==> config.mk <==
export PLATFORM = sky130hd
export DESIGN_NAME = uart_tx_frame_engine
export DESIGN_NICKNAME = d
export VERILOG_FILES = /design/src/rtl/uart_pkg.sv /design/src/rtl/uart_tx_hold_reg.sv /design/src/rtl/uart_tx_frame_engine.sv
export SDC_FILE = /design/constraint.sdc
export NUM_CORES = 1
export LEC_CHECK = 0
export CAP_MARGIN = 20
export CORE_MARGIN = 5
export CORE_UTILIZATION = 50
export DETAILED_ROUTE_END_ITERATION = 10
export PLACE_DENSITY = 0.67
export SLEW_MARGIN = 20
export SYNTH_ARGS = -nofsm -noshare
export SYNTH_HDL_FRONTEND = slang
export SYNTH_HIERARCHICAL = 1
export SYNTH_SLANG_ARGS = --single-unit
==> constraint.sdc <==
create_clock -name clk_i -period 5.02 [get_ports clk_i]
set_input_delay 0.753 -clock clk_i [delete_from_list [all_inputs] [get_ports clk_i]]
set_output_delay 0.753 -clock clk_i [all_outputs]
set_load 0.05 [all_outputs]
==> src/rtl/uart_pkg.sv <==
// Shared UART definitions: state encodings, parity/stop codes, conf layout.
// Conf word layout is {data_len[2:0], stop[1:0], parity[1:0]}.
package uart_pkg;

    typedef enum logic [2:0] {
        ST_IDLE,
        ST_START,
        ST_DATA,
        ST_PARITY,
        ST_STOP
    } tx_state_e;

    localparam logic [1:0] PAR_NONE = 2'd0;
    localparam logic [1:0] PAR_EVEN = 2'd1;
    localparam logic [1:0] PAR_ODD  = 2'd2;
    localparam logic [1:0] PAR_MARK = 2'd3;

    localparam logic [1:0] STOP_1   = 2'd0;
    localparam logic [1:0] STOP_1P5 = 2'd1;
    localparam logic [1:0] STOP_2   = 2'd2;

    localparam int DATA_LEN_OFFSET = 5;

    localparam int CONF_PAR_LSB  = 0;
    localparam int CONF_PAR_W    = 2;
    localparam int CONF_STOP_LSB = 2;
    localparam int CONF_STOP_W   = 2;
    localparam int CONF_LEN_LSB  = 4;
    localparam int CONF_LEN_W    = 3;

    function automatic logic [3:0] data_len(input logic [2:0] code,
                                            input int max_w);
        int n;
        n = (code <= 3'd4) ? int'(code) + DATA_LEN_OFFSET : 9;
        if (n > max_w) begin
            n = max_w;
        end
        return 4'(n);
    endfunction

endpackage

==> src/rtl/uart_tx_hold_reg.sv <==
// One-deep valid/ready holding register in front of the UART shifter.
// Ready is registered and already reflects a capture in the same cycle.
module uart_tx_hold_reg
    import uart_pkg::*;
#(
    parameter int DATA_W = 9,
    parameter int CONF_W = 7
) (
    input  logic              clk_i,
    input  logic              rst_i,
    input  logic              en_i,
    input  logic              valid_i,
    input  logic [DATA_W-1:0] data_i,
    input  logic [CONF_W-1:0] conf_i,
    input  logic              drain_i,
    output logic              ready_o,
    output logic              full_o,
    output logic [DATA_W-1:0] data_o,
    output logic [CONF_W-1:0] conf_o
);

    logic              full_q, full_d;
    logic              ready_q, ready_d;
    logic [DATA_W-1:0] data_q;
    logic [CONF_W-1:0] conf_q;
    logic              accept;

    always_comb begin
        accept  = valid_i & ready_q;
        full_d  = accept | (full_q & ~drain_i);
        ready_d = en_i & ~full_d;
    end

    always_ff @(posedge clk_i or posedge rst_i) begin
        if (rst_i) begin
            full_q  <= 1'b0;
            ready_q <= 1'b0;
            data_q  <= '0;
            conf_q  <= '0;
        end else begin
            full_q  <= full_d;
            ready_q <= ready_d;
            if (accept) begin
                data_q <= data_i;
                conf_q <= conf_i;
            end
        end
    end

    assign ready_o = ready_q;
    assign full_o  = full_q;
    assign data_o  = data_q;
    assign conf_o  = conf_q;

endmodule

==> src/rtl/uart_tx_frame_engine.sv <==
// UART transmit frame engine: 5..9 data bits, parity, 1/1.5/2 stop bits.
// Optional line break support is enabled with `define UART_TX_BREAK_EN.
module uart_tx_frame_engine
    import uart_pkg::*;
#(
    parameter int MAX_UART_DATA_W = 9,
    parameter int OVERSAMPLE      = 16,
    parameter int SAMPLE_COUNT_W  = $clog2(3 * OVERSAMPLE / 2),
    parameter int TOTAL_CONF_W    = 7
) (
    input  logic                       clk_i,
    input  logic                       rst_i,
    input  logic                       baud_en_i,
    input  logic                       tx_en_i,
    input  logic                       tx_valid_i,
    output logic                       tx_ready_o,
    input  logic [TOTAL_CONF_W-1:0]    tx_conf_i,
    input  logic [MAX_UART_DATA_W-1:0] tx_data_i,
    input  logic                       tx_break_i,
    output logic                       tx_done_o,
    output logic                       tx_busy_o,
    output logic                       uart_tx_o
);

    localparam logic [SAMPLE_COUNT_W-1:0] CNT_FULL =
        SAMPLE_COUNT_W'(OVERSAMPLE - 1);
    localparam logic [SAMPLE_COUNT_W-1:0] CNT_HALF =
        SAMPLE_COUNT_W'(OVERSAMPLE / 2 - 1);

    logic                       hold_full;
    logic                       launch;
    logic [MAX_UART_DATA_W-1:0] hold_data;
    logic [TOTAL_CONF_W-1:0]    hold_conf;
    logic [3:0]                 hold_len;
    logic [MAX_UART_DATA_W-1:0] hold_masked;
    logic [1:0]                 hold_par_mode;
    logic                       hold_par;
    logic                       brk;

    tx_state_e                  state_q, state_d;
    logic [SAMPLE_COUNT_W-1:0]  cnt_q, cnt_d;
    logic [SAMPLE_COUNT_W-1:0]  slot_last;
    logic [3:0]                 bit_q, bit_d;
    logic [3:0]                 last_q, last_d;
    logic [MAX_UART_DATA_W-1:0] shift_q, shift_d;
    logic [1:0]                 stop_q, stop_d;
    logic                       par_en_q, par_en_d;
    logic                       par_bit_q, par_bit_d;
    logic                       tx_q, tx_d;
    logic                       slot_end;
    logic                       frame_end;
    logic                       done;

`ifdef UART_TX_BREAK_EN
    assign brk = tx_break_i;
`else
    logic unused_break;
    assign brk = 1'b0;
    assign unused_break = tx_break_i;
`endif

    uart_tx_hold_reg #(
        .DATA_W (MAX_UART_DATA_W),
        .CONF_W (TOTAL_CONF_W)
    ) u_hold (
        .clk_i   (clk_i),
        .rst_i   (rst_i),
        .en_i    (tx_en_i),
        .valid_i (tx_valid_i),
        .data_i  (tx_data_i),
        .conf_i  (tx_conf_i),
        .drain_i (launch),
        .ready_o (tx_ready_o),
        .full_o  (hold_full),
        .data_o  (hold_data),
        .conf_o  (hold_conf)
    );

    // Parity only covers the bits that will actually be shifted out.
    always_comb begin
        hold_len = data_len(hold_conf[CONF_LEN_LSB +: CONF_LEN_W],
                            MAX_UART_DATA_W);
        for (int i = 0; i < MAX_UART_DATA_W; i++) begin
            hold_masked[i] = hold_data[i] & (4'(i) < hold_len);
        end
        hold_par_mode = hold_conf[CONF_PAR_LSB +: CONF_PAR_W];
        hold_par = 1'b0;
        case (hold_par_mode)
            PAR_EVEN: hold_par = ^hold_masked;
            PAR_ODD:  hold_par = ~^hold_masked;
            PAR_MARK: hold_par = 1'b1;
            default:  hold_par = 1'b0;
        endcase
    end

    // The second slot of a 1.5-bit stop is only half a bit long.
    always_comb begin
        slot_last = CNT_FULL;
        if (state_q == ST_STOP && stop_q == STOP_1P5 && bit_q[0]) begin
            slot_last = CNT_HALF;
        end
        slot_end  = baud_en_i && (cnt_q == slot_last);
        frame_end = (state_q == ST_STOP) && slot_end &&
                    (bit_q[0] || stop_q == STOP_1);
    end

    always_comb begin
        state_d   = state_q;
        cnt_d     = cnt_q;
        bit_d     = bit_q;
        last_d    = last_q;
        shift_d   = shift_q;
        stop_d    = stop_q;
        par_en_d  = par_en_q;
        par_bit_d = par_bit_q;
        tx_d      = tx_q;
        launch    = 1'b0;
        done      = 1'b0;

        if (state_q != ST_IDLE && baud_en_i) begin
            cnt_d = slot_end ? '0 : cnt_q + 1'b1;
        end

        case (state_q)
            ST_IDLE: begin
                tx_d   = ~brk;
                launch = baud_en_i & hold_full & ~brk;
            end
            ST_START: begin
                if (slot_end) begin
                    state_d = ST_DATA;
                    tx_d    = shift_q[0];
                    shift_d = shift_q >> 1;
                    bit_d   = '0;
                end
            end
            ST_DATA: begin
                if (slot_end) begin
                    if (bit_q == last_q) begin
                        bit_d   = '0;
                        state_d = par_en_q ? ST_PARITY : ST_STOP;
                        tx_d    = par_en_q ? par_bit_q : 1'b1;
                    end else begin
                        bit_d   = bit_q + 1'b1;
                        tx_d    = shift_q[0];
                        shift_d = shift_q >> 1;
                    end
                end
            end
            ST_PARITY: begin
                if (slot_end) begin
                    state_d = ST_STOP;
                    tx_d    = 1'b1;
                    bit_d   = '0;
                end
            end
            ST_STOP: begin
                if (frame_end) begin
                    done    = 1'b1;
                    state_d = ST_IDLE;
                    tx_d    = 1'b1;
                    launch  = hold_full & tx_en_i & ~brk;
                end else if (slot_end) begin
                    bit_d = 4'd1;
                end
            end
            default: begin
                state_d = ST_IDLE;
                tx_d    = 1'b1;
            end
        endcase

        if (launch) begin
            state_d   = ST_START;
            cnt_d     = '0;
            bit_d     = '0;
            tx_d      = 1'b0;
            shift_d   = hold_data;
            last_d    = hold_len - 4'd1;
            stop_d    = hold_conf[CONF_STOP_LSB +: CONF_STOP_W];
            par_en_d  = (hold_par_mode != PAR_NONE);
            par_bit_d = hold_par;
        end
    end

    always_ff @(posedge clk_i or posedge rst_i) begin
        if (rst_i) begin
            state_q   <= ST_IDLE;
            cnt_q     <= '0;
            bit_q     <= '0;
            last_q    <= '0;
            shift_q   <= '0;
            stop_q    <= STOP_1;
            par_en_q  <= 1'b0;
            par_bit_q <= 1'b0;
            tx_q      <= 1'b1;
        end else begin
            state_q   <= state_d;
            cnt_q     <= cnt_d;
            bit_q     <= bit_d;
            last_q    <= last_d;
            shift_q   <= shift_d;
            stop_q    <= stop_d;
            par_en_q  <= par_en_d;
            par_bit_q <= par_bit_d;
            tx_q      <= tx_d;
        end
    end

    assign uart_tx_o = tx_q;
    assign tx_done_o = done;
    assign tx_busy_o = (state_q != ST_IDLE) | hold_full;

endmodule

==> impl_metrics.csv, run 1 <==
group,metric,value,unit
finish,stdcell_count,358,
floorplan,start_util,50.5,%
route,drtIter0Drc,127,
pwr,cellPowerDensity,569,nW/um^2
placement,place_inst,350,
yosys,synth_fp_nets,290,
setup_path,critPathCaptureType,"primary output",
clock_network,clkTransAtPathRegs,90,ps
route,drtAntennaViolNets,0,
sta,worstMarginPinSlew,700,ps
setup_path,cp_max_fo,6,
yosys,synth-async-reset-ratio,100,%
floorplan,rows,27,
yosys,yosys.area.top_type,"dfrtp_1",
sta,fin_tns_setup,0,ps
setup_path,start_kind,"input pin",
yosys,synth_top_area_share,42.8,%
setup_path,path_class,"in -> out",
floorplan,core-area,5440,um^2
setup_path,worst-endpoint-required,4270,ps
yosys,syn_inst,261,
floorplan,num_io_pins,26,
yosys,synth_ff_type,"dfrtp_1",
setup_path,arrival,3140,ps
pwr,p_switching,0.714,mW
yosys,synth_edf_count,0,
global_route,grt.total_usage,16.1,%
yosys,syn_area_per_cell,10.5,um^2
pwr,leakage,1.43,nW
pwr,pwr-share-clk,14.0,%
finish,layout_common_cells,"dfrtp_1 (47), clkdlybuf4s50_1 (24), nor2_1 (21)",
yosys,yosysWarnings,6,
clock_network,ctsHoldBuffers,0,
finish,drive_above_1_share,14.3,%
global_route,antenna_found_initial,0,
floorplan,die_h,84.1,um
route,drt-total-wl,5.27,mm
sta,rsz0062_at_grt,"false",
sta,clock.fmax,257,MHz
flow_run,cap_violations,0,
route,drc,0,
floorplan,dieArea,7080,um^2
clock_network,cts_max_level,2,
floorplan,die_w,84.1,um
finish,nNetsFinal,314,
global_route,grt.overflow.total,0,
pwr,ir_worst_vdd,0.000336,V
clock_network,numCtsBuffers,5,
sta,holdWs,487,ps
placement,place_congestion,0.791,
pwr,swShare,40.0,%
clock_network,cts-root-buf,"clkbuf_8",
sta,min_period,3890,ps
placement,portBuffers,24,
clock_network,cts_tree,"done",
sta,finalCritPeriodShare,77.5,%
route,vias,2021,
sta,relSlewSlack,52.9,%
yosys,ys_types,54,
clock_network,ctsResizeCount,0,
route,vias_per_cell,5.65,
finish,layout_commonest_cell,"dfrtp_1",
route,drt-pass1-iter-count,4,
sta,slew_viol_final,0,
pwr,p_comb_share,43.4,%
pwr,pwr-share-seq,42.6,%
sta,clock_skew,6.66,ps
yosys,synthTopCellsByArea,"dfrtp_1 (43%), mux2_2 (5.3%), mux2_4 (4.4%)",
global_route,grt_max_degree,21,
sta,fin_ws,1130,ps
clock_network,clkSinkCount,48,
pwr,power,1.78,mW
clock_network,clockBufferDepth,2,
finish,diodes,0,
finish,layout.area.seq,1200,um^2
hold_path,hold_class,"reg -> reg",
finish,area_delta_synth_final,14.2,%
pwr,p_int,1.07,mW
placement,post-place-ws,1150,ps
route,wl_per_cell,14.7,um
yosys,ys_seq_area_share,43.7,%
yosys,synth.cell_area,2750,um^2
yosys,ys_ff_latch,48,
clock_network,cts_setup_buffers,0,
global_route,grt_pass1_vias,1948,
finish,fill_cells,472,
finish,multi_input_area,1440,um^2
placement,post-dp-hpwl,3.88,mm
sta,hold_viol_final,0,
clock_network,clk_latency,310,ps
global_route,grt_pass1_wl,9.38,mm
sta,setup_viol,0,
outcome,outcome,"complete, no violations",
## power by group through the flow
stage / Combinational, mW / Sequential [mW] / Clock (mW)
CTS: 0.778 / 0.762 / 0.254
finish: 0.775 / 0.761 / 0.249
global route: 0.875 / 0.797 / 0.279
floorplan: 0.656 / 0.704 / 0
global placement: 0.759 / 0.766 / 0
detailed placement: 0.774 / 0.770 / 0
## cells in the mapped netlist (all sizes together), types with 3 or more instances
master / count
a211o: 4
a21oi: 14
nand2: 10
o22ai: 3
inv: 12
ha: 7
nand2b: 6
mux2: 21
nand4: 4
clkbuf: 4
xor2: 3
and3: 3
nor2b: 3
nor2: 21
xnor2: 7
dfrtp: 47
nand3: 8
a22o: 12
a21o: 12
and2: 3
or3: 3
o21ai: 17
buf: 6
## per-stage QoR
stage          cell area [um^2]  utilization (%)
4_1_cts                    3140             57.7
6_report                   3140             57.7
5_1_grt                    3140             57.7
2_1_floorplan              2750                -
3_3_place_gp               3040             56.0
3_5_place_dp               3040             56.0
## layer usage
layer / vias up / track usage, % / part of all wire (%)
li1: 1005 / - / -
met1: 980 / 22.1 / 50
met2: 30 / 25.8 / 45
met3: 6 / 3.34 / 3.6
met4: 0 / 4.39 / 1.2
met5: - / 0 / 0
## sequential cells by signal, summed over array words and instances, names as in the netlist
name and flops:
stop_q 2, cnt_q 5, last_q 4, uart_tx_o 1, par_en_q 1, bit_q 4
u_hold/conf_o 7, u_hold/full_o 1, u_hold/ready_o 1, state_q 3, par_bit_q 1, shift_q 9
u_hold/data_o 9
## worst paths after layout
path / startpoint / endpoint / slack [ps] / depth (start not counted)
max: baud_en_i / tx_done_o / 1130 / 5
min: shift_q[5]$_DFFE_PP0P_ / shift_q[5]$_DFFE_PP0P_ / 490 / 1
min in group asynchronous: rst_i / stop_q[0]$_DFFE_PP0P_ / 760 / 2
max in group asynchronous: rst_i / shift_q[3]$_DFFE_PP0P_ / 3640 / 3
max reg2reg: u_hold/conf_o[4]$_DFFE_PP0P_ / par_bit_q$_DFFE_PP0P_ / 1800 / 12
min reg2reg: shift_q[5]$_DFFE_PP0P_ / shift_q[5]$_DFFE_PP0P_ / 490 / 1
## cell families (layout without fill, tap and decap cells)
group	count (synthesis)	in the layout	share of synthesized area, %
compound gates	78	78	20.8
simple gates	73	73	15.0
flops	48	48	43.7
mux	23	23	10.4
buf+inv	22	47	3.73
xor+xnor	10	10	3.19
fa+ha+maj	7	7	3.19
## final cells by class
| cell class | count | share of cell area (%) |
|---|---|---|
| clock buffers | 5 | 2.19 |
| well taps | 72 | 2.87 |
| repair buffers | 27 | 8.37 |
| inverters | 12 | 1.43 |
| multi-input cells | 191 | 46.0 |
| flip-flops and latches | 48 | 38.3 |
| clock inverters | 3 | 0.837 |
## critical path: stages
cell and delay, ps:
clkdlybuf4s50_1 500, and4b_1 260, nand4b_1 230, a21boi_0 490, clkdlybuf4s50_1 890
Note: power is estimated with default switching activity, not from simulation.
==> run 2: changes to the inputs <==
==> constraint.sdc (replaced) <==
create_clock -name clk_i -period 3.7 [get_ports clk_i]
set_input_delay 0.555 -clock clk_i [delete_from_list [all_inputs] [get_ports clk_i]]
set_output_delay 0.555 -clock clk_i [all_outputs]
set_load 0.05 [all_outputs]
==> impl_metrics.csv, run 2 (synthesis results as in run 1) <==
group,metric,value,unit
setup_path,cp_max_fo,9,
setup_path,critPathCaptureType,"register",
clock_network,cts_max_level,2,
route,vias_per_cell,5.67,
setup_path,max_stage_delay,520,ps
global_route,grt_pass1_wl,9.32,mm
placement,portBuffers,24,
clock_network,clockBufferDepth,2,
clock_network,cts_setup_buffers,0,
floorplan,rows,27,
pwr,cellPowerDensity,767,nW/um^2
route,wl_per_cell,15.1,um
route,drtIter0Drc,156,
sta,clock.fmax,311,MHz
flow_run,cap_violations,0,
sta,setup_viol,0,
floorplan,dieArea,7080,um^2
clock_network,clkSinkCount,48,
sta,min_period,3220,ps
setup_path,crit_slowest_cell,"dfrtp_1",
finish,area_delta_synth_final,14.0,%
finish,diodes,0,
clock_network,ctsResizeCount,0,
sta,hold_viol_final,0,
placement,place_area,3040,um^2
route,drt-pass1-iter-count,4,
clock_network,cts_tree,"done",
sta,fin_ws,480,ps
floorplan,start_util,50.5,%
pwr,ir_worst_vdd,0.000427,V
clock_network,ctsHoldBuffers,0,
finish,drive_above_1_share,14.7,%
route,drt-total-wl,5.40,mm
finish,layout_commonest_cell,"dfrtp_1",
finish,stdcell_count,358,
route,drtAntennaViolNets,0,
setup_path,arrival,3460,ps
sta,rsz0062_at_grt,"false",
placement,post-place-ws,508,ps
outcome,outcome,"complete, no violations",
global_route,grt_pass1_vias,1961,
global_route,grt.overflow.total,0,
route,vias,2030,
floorplan,core-area,5440,um^2
setup_path,ff2ff_path_depth,12,
floorplan,die_h,84.1,um
placement,place_inst,350,
setup_path,start_kind,"register",
route,drc,0,
clock_network,cts-root-buf,"clkbuf_8",
finish,layout_common_cells,"dfrtp_1 (47), clkdlybuf4s50_1 (23), nor2_1 (21)",
hold_path,hold_class,"reg -> reg",
setup_path,r2r_slack,480,ps
floorplan,die_w,84.1,um
sta,slew_viol_final,0,
setup_path,cp_cell_sequence,"inv_1 > ha_1 > a21oi_1 > o21ai_0 > inv_1 > ha_1 > a211o_1 > o221ai_1 > nand3_1 > and3_1 > or3b_1 > a31oi_1",
setup_path,path_class,"reg -> reg",
clock_network,clkTransAtPathRegs,100,ps
finish,nNetsFinal,314,
sta,worstMarginPinSlew,766,ps
sta,relSlewSlack,48.8,%
finish,design_area,3130,um^2
placement,place_congestion,0.777,
global_route,antenna_found_initial,0,
setup_path,worst-endpoint-required,3940,ps
clock_network,clk_latency,300,ps
global_route,grt_max_degree,21,
pwr,leakage,1.43,nW
global_route,grt.total_usage,16.2,%
sta,fin_tns_setup,0,ps
floorplan,num_io_pins,26,
hold_path,whs_path_depth,1,
sta,finalCritPeriodShare,87.0,%
sta,clock_skew,6.80,ps
placement,post-dp-hpwl,3.96,mm
clock_network,numCtsBuffers,5,
## run 2: cell count changes in the layout (fill, tap and decap cells not counted)
cell / before / now
inv_6: 2 / 1
clkdlybuf4s50_1: 24 / 23
clkinv_2: 0 / 1
buf_4: 3 / 4
## run 2: power by group
part	switching, mW	total, mW	internal (mW)
Sequential	0.279	1.04	0.756
Combinational	0.489	1.05	0.557
Clock	0.186	0.322	0.136
## run 2: metal layers
layer  vias to the layer above  global-route usage, %  routed length [um]
met5                         -                      0                   0
met3                         6                   3.34                 288
met1                       971                   21.6                2550
met4                         0                   5.56                  77
met2                        49                   26.3                2490
li1                       1004                      -                   -
## run 2: worst paths after layout
| check | startpoint | to |
|---|---|---|
| min reg2reg | shift_q[7]$_DFFE_PP0P_ | shift_q[7]$_DFFE_PP0P_ |
| max reg2reg | u_hold/conf_o[5]$_DFFE_PP0P_ | par_bit_q$_DFFE_PP0P_ |
| min in group asynchronous | rst_i | u_hold/ready_o$_DFF_PP0_ |
| max | u_hold/conf_o[5]$_DFFE_PP0P_ | par_bit_q$_DFFE_PP0P_ |
| min | shift_q[7]$_DFFE_PP0P_ | shift_q[7]$_DFFE_PP0P_ |
| max in group asynchronous | rst_i | bit_q[3]$_DFFE_PP0P_ |
## run 2: cell type report
type / instances / area [um^2]
fill: 483 / 2310
tap: 72 / 90.1
timing repair buffer: 27 / 260
sequential: 48 / 1200
clock buffer: 5 / 68.8
multi-input combinational: 191 / 1440
clock inverter: 3 / 22.5
inverter: 12 / 45.0
## run 2: worst max-delay path, delay by kind of cell, from the launching register on
family                   cells  cell delay [ps]
flip-flops                   1              520
buffers and inverters        2              230
adder cells (fa/ha/maj)      2              680
AO/OA/AOI/OAI                5             1070
AND/OR/NAND/NOR              3              660
## run 2: metrics by stage
stage	util, %	total power, mW	hold WS, ps
after floorplan	-	1.85	444
after global placement	55.9	2.07	459
after detailed placement	55.9	2.09	466
after CTS	57.6	2.43	487
after global routing	57.6	2.61	500
final	57.6	2.40	487
==> run 3: changes to the inputs <==
--- a/config.mk
+++ b/config.mk
@@ -10,6 +10,7 @@
 export CORE_UTILIZATION = 50
 export DETAILED_ROUTE_END_ITERATION = 10
 export PLACE_DENSITY = 0.67
+export SKIP_LAST_GASP = 1
 export SLEW_MARGIN = 20
 export SYNTH_ARGS = -nofsm -noshare
 export SYNTH_HDL_FRONTEND = slang
==> results of run 3 <==
No change in the layout: final DEF, timing and power equal those of run 2.
